$ cat src/rtl/power_gate_sequencer.sv
// Per-domain power-gating sequencer.
// After a programmable idle window, the sequencer runs isolate -> retention save -> switch off.
// On a wake request, it runs switch on -> restore -> de-isolate.
// All outputs are registered. They are decoded from the next state, so they move on the same
// edge as o_pg_state.
// Optional feature macro: PG_PWR_ACK_EN. When it is defined, POWER_UP waits on the i_pwr_ack
// rail-good handshake instead of the fixed settle counter.
module power_gate_sequencer #(
  parameter int unsigned IDLE_THRESH  = 16,
  parameter int unsigned PWRUP_CYCLES = 4,
  parameter int unsigned CNT_W        = 8
) (
  input  logic       i_clk,
  input  logic       i_reset,
  input  logic       i_idle,
  input  logic       i_wake_req,
  input  logic       i_pwr_ack,
  output logic       o_power_gated,
  output logic       o_pwr_sw_en,
  output logic       o_iso_en,
  output logic       o_ret_save,
  output logic       o_ret_restore,
  output logic       o_domain_ready,
  output logic [2:0] o_pg_state
);

  typedef enum logic [2:0] {
    StActive    = 3'd0,
    StIsolate   = 3'd1,
    StSave      = 3'd2,
    StOff       = 3'd3,
    StPowerUp   = 3'd4,
    StRestore   = 3'd5,
    StDeisolate = 3'd6
  } pg_state_e;

  localparam logic [CNT_W-1:0] IdleLast = CNT_W'(IDLE_THRESH - 1);

  pg_state_e        r_state, w_state_d;
  logic [CNT_W-1:0] r_cnt, w_cnt_d;
  logic             w_power_gated_d, w_pwr_sw_en_d, w_iso_en_d;
  logic             w_ret_save_d, w_ret_restore_d, w_domain_ready_d;

`ifndef PG_PWR_ACK_EN
  localparam logic [CNT_W-1:0] PwrupLast = CNT_W'(PWRUP_CYCLES - 1);
  // The rail-good handshake is not used in the fixed-delay build.
  logic w_unused_pwr_ack;
  assign w_unused_pwr_ack = i_pwr_ack;
`endif

  // Next-state, counter and next-output decode
  always_comb begin
    w_state_d = r_state;
    w_cnt_d   = '0;
    case (r_state)
      StActive: begin
        if (i_idle && !i_wake_req) begin
          if (r_cnt == IdleLast) begin
            w_state_d = StIsolate;
          end else begin
            w_cnt_d = r_cnt + 1'b1;
          end
        end
      end
      // A wake arriving during isolation aborts before any state is saved.
      StIsolate: w_state_d = i_wake_req ? StDeisolate : StSave;
      StSave:    w_state_d = StOff;
      StOff: begin
`ifdef PG_PWR_ACK_EN
        // A stale ack from the previous power cycle must drop before power-up starts.
        if (i_wake_req && !i_pwr_ack) w_state_d = StPowerUp;
`else
        if (i_wake_req) w_state_d = StPowerUp;
`endif
      end
      StPowerUp: begin
`ifdef PG_PWR_ACK_EN
        if (i_pwr_ack) w_state_d = StRestore;
`else
        if (r_cnt == PwrupLast) begin
          w_state_d = StRestore;
        end else begin
          w_cnt_d = r_cnt + 1'b1;
        end
`endif
      end
      StRestore:   w_state_d = StDeisolate;
      StDeisolate: w_state_d = StActive;
      default:     w_state_d = StActive;
    endcase

    w_power_gated_d  = (w_state_d == StOff);
    w_pwr_sw_en_d    = (w_state_d != StOff);
    w_iso_en_d       = (w_state_d != StActive);
    w_ret_save_d     = (w_state_d == StSave);
    w_ret_restore_d  = (w_state_d == StRestore);
    w_domain_ready_d = (w_state_d == StActive);
  end

  // State, counter and output registers with synchronous reset
  always_ff @(posedge i_clk) begin
    if (i_reset) begin
      r_state        <= StActive;
      r_cnt          <= '0;
      o_power_gated  <= 1'b0;
      o_pwr_sw_en    <= 1'b1;
      o_iso_en       <= 1'b0;
      o_ret_save     <= 1'b0;
      o_ret_restore  <= 1'b0;
      o_domain_ready <= 1'b1;
    end else begin
      r_state        <= w_state_d;
      r_cnt          <= w_cnt_d;
      o_power_gated  <= w_power_gated_d;
      o_pwr_sw_en    <= w_pwr_sw_en_d;
      o_iso_en       <= w_iso_en_d;
      o_ret_save     <= w_ret_save_d;
      o_ret_restore  <= w_ret_restore_d;
      o_domain_ready <= w_domain_ready_d;
    end
  end

  assign o_pg_state = r_state;

endmodule

$ cat config.mk
export PLATFORM = sky130hd
export DESIGN_NAME = power_gate_sequencer
export DESIGN_NICKNAME = d
export VERILOG_FILES = /design/src/rtl/power_gate_sequencer.sv
export SDC_FILE = /design/constraint.sdc
export NUM_CORES = 1
export LEC_CHECK = 0
export CAP_MARGIN = 10
export CORE_ASPECT_RATIO = 0.8
export CORE_MARGIN = 4
export CORE_UTILIZATION = 35
export CTS_BUF_LIST = sky130_fd_sc_hd__clkbuf_4
export CTS_CLUSTER_SIZE = 12
export DETAILED_ROUTE_END_ITERATION = 10
export PLACE_DENSITY = 0.66
export REMOVE_ABC_BUFFERS = 1
export SETUP_SLACK_MARGIN = 0.4
export SYNTH_ARGS = -nofsm -noshare
export SYNTH_HDL_FRONTEND = slang
export SYNTH_SLANG_ARGS = --single-unit
$ cat constraint.sdc
create_clock -name i_clk -period 4 [get_ports i_clk]
set_clock_uncertainty 0.05 [all_clocks]
set_input_delay 0.8 -clock i_clk [delete_from_list [all_inputs] [get_ports i_clk]]
set_output_delay 0.8 -clock i_clk [all_outputs]
set_load 0.02 [all_outputs]
# Yosys cells after proc, flatten, opt, wreduce, memory -nomap -nowiden
# Index checks and enable logic that the tools add are counted.
# op_classes
addsub	1
eq_ne	11
mux	10
reduce_logical	5
# ops
operator	count
8-bit two-way mux	3
3-bit one-hot mux with 6 select lines	1
8-bit one-hot mux with 2 select lines	1
3-bit two-way mux	5
3-bit by 2-bit equality test with 1-bit output, second input constant	4
3-bit equality test, second input constant	3
8-bit by 1-bit adder with 8-bit output, second input constant	1
8-bit by 2-bit equality test with 1-bit output, second input constant	1
8-bit by 4-bit equality test with 1-bit output, second input constant	1
3-bit zero test	2
3-bit by 1-bit equality test with 1-bit output, second input constant	1
3-bit by 2-bit inequality test with 1-bit output, second input constant	1
3-bit nonzero test	1
1-bit logical AND	1
1-bit zero test	1
# word_totals
regBits	17
inputBits	5
output_inout_bits	9
elab_cells	35

# Logic depth before layout (Yosys ltp)
# logic_depth
ltp_word	5
ltp_mapped	5
depth_no_buf	5

# Worst setup path before layout
# Ideal clock, no wire load.
# synth_path
path_kind	input to register
startpoint	in i_idle
endpoint	reg r_cnt[3]
setup_ps	78
arrival_ps	1593
required_time_ps	3872
slack_ps	2279
path_stages	4
n_path_buf	0
cell_sequence	nor2b_1 nand3b_4 o221a_4 nor3_1
# synth_via
elab_chain_cells	3
# synth_lines
item	line_no	text
start: declaration	15	input logic i_idle,
1-bit logical AND	57	if (i_idle && !i_wake_req) begin
8-bit two-way mux	57	
8-bit one-hot mux with 2 select lines	55	case (r_state)
end signal: assignment	113	r_cnt <= w_cnt_d;
end: declaration	40	logic [CNT_W-1:0] r_cnt, w_cnt_d;
# Every way passes these cells.
# A chain may end at the register's enable or synchronous reset.

# Worst setup path after layout
# layout_path
startpoint	reg r_state[2] (netlist: o_pg_state[2])
endpoint	out o_pg_state[2]
# layout_lines
item	line_no	text
start: declaration	39	pg_state_e r_state, w_state_d;
start signal: assignment	103	r_state <= StActive;
start signal: assignment	112	r_state <= w_state_d;
end: declaration	24	output logic [2:0] o_pg_state
# No word-level cell between the ends.

==> run_results.csv <==
group,metric,value,unit
run_status,status,"finished, final reports clean",
clock_tree,hold_buffers,0,
yosys,ys_types,34,
timing,hold_viol_final,0,
clock_tree,cts_made_buffers,3,
yosys,syn_inst,72,
yosys,synth-compound-area-share,12.5,%
worst_setup_path,rrSetupSlack,2.43,ns
yosys,synth.yosys.seq_area_share,46.7,%
grt,grt_overflow_total,0,
power,combPwrFrac,4.4,%
worst_setup_path,r2r_start,"r_cnt[0]",
worst_setup_path,startpoint,"o_pg_state[2]",
finish,regArea,340,um^2
placed_design,dp_hpwl,907,um
timing,rsz0062_at_grt,"no",
power,seqPwrFrac,62.8,%
worst_setup_path,critPathRequiredTime,3.15,ns
yosys,synth_flop_cell,"dfxtp_1",
worst_setup_path,worstSetupPathType,"reg -> out",
power,power.internal,213,uW
routing,wl_per_cell,11.2,um
yosys,yosysWarnings,0,
floorplan,fp.coreArea,0.00193,mm^2
clock_tree,cts_tree,"done",
run,cap_violations,0,
clock_tree,clock_sinks,17,
worst_setup_path,cp_slowest_cell,"clkdlybuf4s50_1",
power,p_clk_share,32.7,%
worst_setup_path,r2r_end,"r_cnt[6]",
timing,worst_pin_slew,0.491,ns
worst_setup_path,crit_arrival,1.50,ns
grt,grt_max_degree,15,
floorplan,rows,14,
floorplan,dieArea,0.00288,mm^2
clock_tree,clock_path_buffers,2,
yosys,synth_top_family_by_area,"simple AND/OR/NAND/NOR gates",
grt,track_usage,10.0,%
worst_setup_path,path_buf_inv,1,
finish,final_common_cell,"dfxtp_1",
timing,setup_viol,0,
worst_setup_path,cp_top_family,"buffers and inverters",
yosys,synth-seq-cells,17,
yosys,async_reset_ff_share,0,%
timing,fin_crit,2.35,ns
worst_setup_path,critPathMaxFanout,11,
clock_tree,clk_latency,0.29,ns
power,report.power.total,271,uW
placed_design,post_dp_cell_area,871,um^2
worst_setup_path,reg2reg_depth,5,
worst_setup_path,worstPathCellList,"clkdlybuf4s50_1",
timing,max_freq,425,MHz
worst_setup_path,max_stage_delay,0.67,ns
power,p_switching,58.0,uW
floorplan,die_w,59.0,um
finish,nFillCells,189,
worst_hold_path,hold_path_depth,1,
yosys,syn-cell-area,729,um^2
grt,antenna_found_initial,0,
routing,vias,550,
finish,drive_gt1_share,14.0,%
placed_design,routabilityCongestion,0.828,
yosys,synth.mux.area_fraction,1.37,%
finish,diodes,0,
yosys,postSynthAreaPerCell,10.1,um^2
power,power_density,301,mW/mm^2
worst_setup_path,start_kind,"flop",
placed_design,portBuffers,12,
floorplan,num_io_pins,14,
worst_hold_path,whs_endpoint,"r_cnt[0]",
routing,drtPass1Iterations,3,
routing,post-route-drc-count,0,
floorplan,die_h,48.8,um
yosys,synthXorXnorAreaFrac,7.20,%
power,ir_worst_vdd,0.234,mV
timing,setup_ws,1.65,ns
routing,viasPerCell,5.00,
power,swShare,21.4,%
floorplan,start_util,37.9,%
grt,grt_pass1_vias,519,
timing,slew_headroom,67.1,%
yosys,yosys.area_share.simple,28.8,%
finish,mostFrequentLayoutCells,"dfxtp_1 (17), clkdlybuf4s50_1 (12), nor3_1 (7)",
routing,ant_nets,0,
clock_tree,clk_pin_slew,0.10,ns
routing,totalWireLength,1240,um
grt,grt_pass1_wl,2170,um
finish,multi_input_area,377,um^2
worst_setup_path,worstSetupPathDepth,1,
finish,area.growth.synth_to_final,23.2,%
clock_tree,cts_resized,0,
yosys,synth_adder_area_share,1.72,%
finish,fin_nets,93,
worst_hold_path,min_from,"r_cnt[0]",
worst_hold_path,min_path_type,"reg -> reg",
clock_tree,root_buffer,"clkbuf_4",
timing,setup_tns,0,ns
power,p_leak,0.000308,uW
yosys,synth_edf_count,0,
worst_setup_path,cp-end-kind,"output port",
timing,drv_slew,0,
finish,fin_area,898,um^2
placed_design,place_ws,1.67,ns
timing,period_share,58.8,%
clock_tree,cts_setup_buffers,0,
routing,drt-initial-drc-count,12,
clock_tree,htree_num_levels,1,
==> cell families after synthesis <==
logic type	after synthesis
and+or+nand+nor	33
DFF	17
adders and majority gates	1
muxes	1
buffers and inverters	3
xor gates and xnor gates	6
AOI/OAI and AO/OA	11
==> per-layer routing <==
layer  wire length (um)  vias to the layer above  track usage, %  part of all wire, %
met3                104                        2            5.56                  8.4
met1                618                      248            12.6                   50
li1                   -                      287               -                    -
met5                  0                        -               0                    0
met2                505                       13            14.3                   41
met4                  7                        0            3.40                 0.57
==> Yosys cell counts, drive strengths merged, types with 2 or more instances <==
| cell type | n | area [um^2] |
|---|---|---|
| and3 | 2 | 13.8 |
| dfxtp | 17 | 340 |
| nand2 | 4 | 15.0 |
| nand3 | 5 | 25.0 |
| nor2 | 6 | 30.0 |
| nor3 | 8 | 45.0 |
| o21ai | 2 | 10.0 |
| xnor2 | 4 | 35.0 |
| xor2 | 2 | 17.5 |
==> power by group through the flow <==
stage | clock network, uW | logic [uW] | registers (uW)
CTS | 95.6 | 12.0 | 170
global route | 104 | 13.2 | 170
floorplan | 0 | 5.87 | 174
finish | 88.6 | 12.0 | 170
global placement | 0 | 11.9 | 174
detailed placement | 0 | 12.0 | 174
==> final cells by class <==
class / instances / area share, %
clock buffer: 3 / 2.51
timing repair buffer: 12 / 13.4
tap: 24 / 3.34
multi-input combinational: 52 / 41.9
clock inverter: 1 / 0.557
inverter: 1 / 0.418
sequential: 17 / 37.9
==> metrics by stage <==
| step | hold slack (ns) | util (%) | std cells |
|---|---|---|---|
| final | 0.422 | 46.6 | 110 |
| after global placement | 0.393 | 45.2 | 106 |
| after detailed placement | 0.408 | 45.2 | 106 |
| after floorplan | 0.377 | - | 70 |
| after CTS | 0.420 | 46.6 | 110 |
| after global routing | 0.481 | 46.6 | 110 |
==> how the worst max path moves through the flow <==
stage                    endpoint  slack (ns)
floorplan                r_cnt[3]        2.28
global placement         r_cnt[7]        1.71
detailed placement       r_cnt[7]        1.67
CTS                 o_pg_state[2]        1.65
global route        o_pg_state[2]        1.55
finish              o_pg_state[2]        1.65
==> flip-flops by register name, summed over array words and instances, names as in the netlist <==
name / cells
o_domain_ready: 1
o_iso_en: 1
o_pg_state: 3
o_power_gated: 1
o_pwr_sw_en: 1
o_ret_restore: 1
o_ret_save: 1
r_cnt: 8
Power figures use the tool's default switching activity.
==> variant 1: new RTL, same settings <==
Build with the macro `PG_PWR_ACK_EN` defined.
--- a/src/rtl/power_gate_sequencer.sv
+++ b/src/rtl/power_gate_sequencer.sv
@@ -5,6 +5,8 @@
 // edge as o_pg_state.
 // Optional feature macro: PG_PWR_ACK_EN. When it is defined, POWER_UP waits on the i_pwr_ack
 // rail-good handshake instead of the fixed settle counter.
+`define PG_PWR_ACK_EN
+
 module power_gate_sequencer #(
   parameter int unsigned IDLE_THRESH  = 16,
   parameter int unsigned PWRUP_CYCLES = 4,
Function: no difference found for any inputs over 10 cycles, from zero or initial values and one cycle with i_reset high; that may be too few to reach the edited logic, so the function may still have changed.
==> variant 1 against the original RTL <==
- worst setup slack lost 0.058 ns
- register-to-register slack lost 0.07 ns
- cell area shrank 0.42%
- area after synthesis shrank 1.9%
- utilization grew 0.23 points
- critical path depth is the same
- wire length grew 4.4%
- synthesized cell count grew 6.9%
- sequential cell count is the same
- non-clock buffer count grew 1
Power is not compared: it rests on default switching activity, and its combinational part moved more than twofold at a synthesized area within 25%.
==> variant 1: results (changes against the original RTL) <==
Port Buffers - 13 (+1)
post-detail-place hpwl - 983 um (+8.4%)
Setup crit end - o_pg_state[2]
critical path's largest stage delay - 0.69 ns (+0.02 ns)
vias in the first global route - 467 (-10%)
Yosys cell types - 26 (-24%)
CP required - 3.15 ns (about the same)
Area contributors post-synth - dfxtp_1 48%, nor2_1 6.3%, nor4_4 5.9%, a21oi_1 4.2%, nor3_1 3.5%
status - finished, final reports clean
layout cells sized above 1 - 7.527% (-6.4 points)
H-tree level count - 1 (unchanged)
post-CTS setup buffer count - 0 (unchanged)
CP delay by family, top - buffers and inverters
clock transition at the registers of the reported paths - 0.11 ns
root buffer cell - clkbuf_4
initial DRC count - 10 (-2)
DR WL/cell - 11.02 um (-1.9%)
Slew HR - 73.73% (+6.6 points)
max reg flops - 8 (unchanged)
Yosys warning count - 0 (unchanged)
dpl ws - 1.693 ns (+0.01925 ns)
initial antenna violation count - 0 (unchanged)
worst setup margin - 1.592 ns (-0.05759 ns)
vias - 558 (+1.5%)
commonest cells in the netlist - 17 x dfxtp_1, 12 x nor2_1, 6 x a21oi_1, 5 x nor3_1, 4 x nand2_1
GRT Total Usage - 9.734% (-0.29 points)
drt pass-1 iters - 4 (+1)
Critical R2R Launch - r_cnt[0]
r2r worst-path depth - 5 (unchanged)
largest net degree at the start of global routing - 12 (-3)
Static Leak - 0.3051 nW
placed insts - 113 (+6.6%)
sequential-to-total area share from yosys stat - 47.55% (+0.90 points)
largest register by flop count - r_cnt
reg2reg end - o_pwr_sw_en
Final Wtd Congestion - 0.7533 (-9.0%)
nets - 100 (+7.5%)
Cells after Synth - 77 (+6.9%)
post-CTS sizing - 0 (unchanged)
first-pass GRT wire length - 2139 um (-1.2%)
total wire length - 1289 um (+4.4%)
reg-to-reg setup timing slack - 2.36 ns (-0.07 ns)
Placed Area - 864.6 um^2 (-0.72%)
worst hold path depth - 1 (unchanged)
variant 1: where the power goes:
part           leakage [nW]  switching, mW  internal (mW)
logic                 0.154         0.0265         0.0267
registers             0.138        0.00898          0.177
clock network        0.0139         0.0597         0.0380
variant 1: worst min path at each step:
stage / from / end / slack, ns
floorplan: r_cnt[0] / r_cnt[0] / 0.37
global placement: r_cnt[0] / r_cnt[0] / 0.39
detailed placement: r_cnt[0] / r_cnt[0] / 0.40
CTS: r_cnt[0] / r_cnt[0] / 0.42
global route: r_cnt[0] / r_cnt[0] / 0.47
finish: r_cnt[0] / r_cnt[0] / 0.42
variant 1: logic make-up after synthesis:
family / after synthesis / synth area share (%)
AO/OA/AOI/OAI: 15 / 13.11
buffers and inverters: 4 / 3.147
AND/OR/NAND/NOR: 37 / 30.77
XOR/XNOR: 3 / 3.672
adder cells (fa/ha/maj): 1 / 1.748
flip-flops: 17 / 47.55
variant 1: metal layers:
| metal | GRT usage, % | vias up | wire length, um |
|---|---|---|---|
| li1 | - | 302 | - |
| met1 | 13.94 | 238 | 640 |
| met2 | 13.01 | 14 | 557 |
| met3 | 3.191 | 4 | 72 |
| met4 | 4.247 | 0 | 20 |
| met5 | 0 | - | 0 |
variant 1: area by class of cell:
class / count / area (um^2)
Tap cell: 24 / 30.03
Timing Repair Buffer: 13 / 130.1
Clock inverter: 1 / 7.507
Clock buffer: 3 / 22.52
Multi-Input combinational cell: 56 / 352.8
Fill cell: 187 / 1015
Inverter: 3 / 11.26
Sequential cell: 17 / 340.3
==> variant 2: new RTL, same flow settings <==
Without the edit above. Reset style: asynchronous (`i_reset`), changed in one clocked block. Comments in the files are not updated.
--- a/src/rtl/power_gate_sequencer.sv
+++ b/src/rtl/power_gate_sequencer.sv
@@ -98,7 +98,7 @@
   end
 
   // State, counter and output registers with synchronous reset
-  always_ff @(posedge i_clk) begin
+  always_ff @(posedge i_clk or posedge i_reset) begin
     if (i_reset) begin
       r_state        <= StActive;
       r_cnt          <= '0;
Function: no difference found for any inputs over 10 cycles, from zero or initial values and one cycle with i_reset high; that may be too few to reach the edited logic, so the function may still have changed.
==> variant 2 against the original RTL <==
- area after synthesis up 10%
- sequential cell count unchanged
- cell area up 7.5%
- worst setup slack better by 0.029 ns
- wire length up 18%
- largest cell class is now flip-flops and latches
Power is not compared: it rests on default switching activity, and its combinational part moved more than twofold at a synthesized area within 25%.
==> variant 2: results (changes against the original RTL) <==
largest net degree at the start of global routing - 18 (+3)
ys flop type - dfrtp_1
post-detail-place hpwl - 1071 um (+18%)
initial DRC count - 0 (-12)
total wire length - 1462 um (+18%)
first-pass GRT wire length - 2642 um (+22%)
measured slew at the worst slew-check pin - 0.6178 ns (+0.1264 ns)
drt pass-1 iters - 1 (-2)
Area growth syn-to-layout - 20.25%
clock transition at the registers of the reported paths - 0.10 ns (about the same)
Vias/cell - 5.232 (+4.6%)
crit path DAT - 1.47 ns (-0.03 ns)
status - finished, final reports clean
Yosys cell types - 36 (+5.9%)
FILL cells - 212 (+12%)
Crit Path Max Fanout - 10 (-1)
fraction of registers with async set/reset - 100.0% (+100 points)
Area contributors post-synth - dfrtp_1 47%, dfstp_2 6.5%, nand2_1 3.7%, a21oi_1 3.1%, o21ai_0 2.5%
layout cells sized above 1 - 13.79% (-0.16 points)
GRT Total Usage - 11.88% (+1.9 points)
placed insts - 108 (+1.9%)
nets - 94 (+1.1%)
DR WL/cell - 13.05 um (+16%)
commonest cells in the netlist - 15 x dfrtp_1, 8 x nand2_1, 5 x a21oi_1, 4 x inv_1, 4 x o21ai_0
vias in the first global route - 581 (+12%)
Placed Area - 935.9 um^2 (+7.5%)
variant 2: per-layer routing:
layer | share of wire (%) | up-vias | wire [um] | global-route usage, %
met4 | 2.7 | 0 | 40 | 7.420
met3 | 3.1 | 4 | 46 | 3.030
met2 | 44 | 9 | 649 | 16.03
met1 | 50 | 276 | 725 | 16.64
met5 | 0 | - | 0 | 0
li1 | - | 297 | - | -
variant 2: final cells by class:
class	count	share of cell area, %
sequential	17	44.30
multi-input combinational	50	35.36
timing repair buffer	12	12.44
tap	25	3.238
clock buffer	4	3.109
inverter	4	1.554
variant 2: worst paths after layout:
path / from / slack (ns) / endpoint / cells past startpoint
min in group asynchronous: i_reset / 0.83 / r_cnt[0] / 2
min reg2reg: r_cnt[0] / 0.45 / r_cnt[0] / 1
max reg2reg: r_cnt[5] / 2.39 / r_cnt[0] / 3
max in group asynchronous: i_reset / 2.67 / o_ret_save / 2
max: o_pg_state[1] / 1.68 / o_pg_state[1] / 1
min: r_cnt[0] / 0.45 / r_cnt[0] / 1
variant 2: power by group:
part / internal, mW / switching (mW) / total (mW)
clock: 0.0455 / 0.0520 / 0.0974
sequential: 0.218 / 0.0391 / 0.257
combinational: 0.0999 / 0.108 / 0.207
variant 2: cell families (layout without fill, tap and decap cells):
kind of cell / Yosys count / count (layout) / synth area share (%)
adder cells (fa/ha/maj): 1 / 1 / 1.557
AO/OA/AOI/OAI: 19 / 19 / 16.04
XOR/XNOR: 2 / 2 / 2.181
buffers and inverters: 6 / 20 / 4.205
flip-flops: 17 / 17 / 53.27
multiplexers: 2 / 2 / 2.648
AND/OR/NAND/NOR: 26 / 26 / 20.09
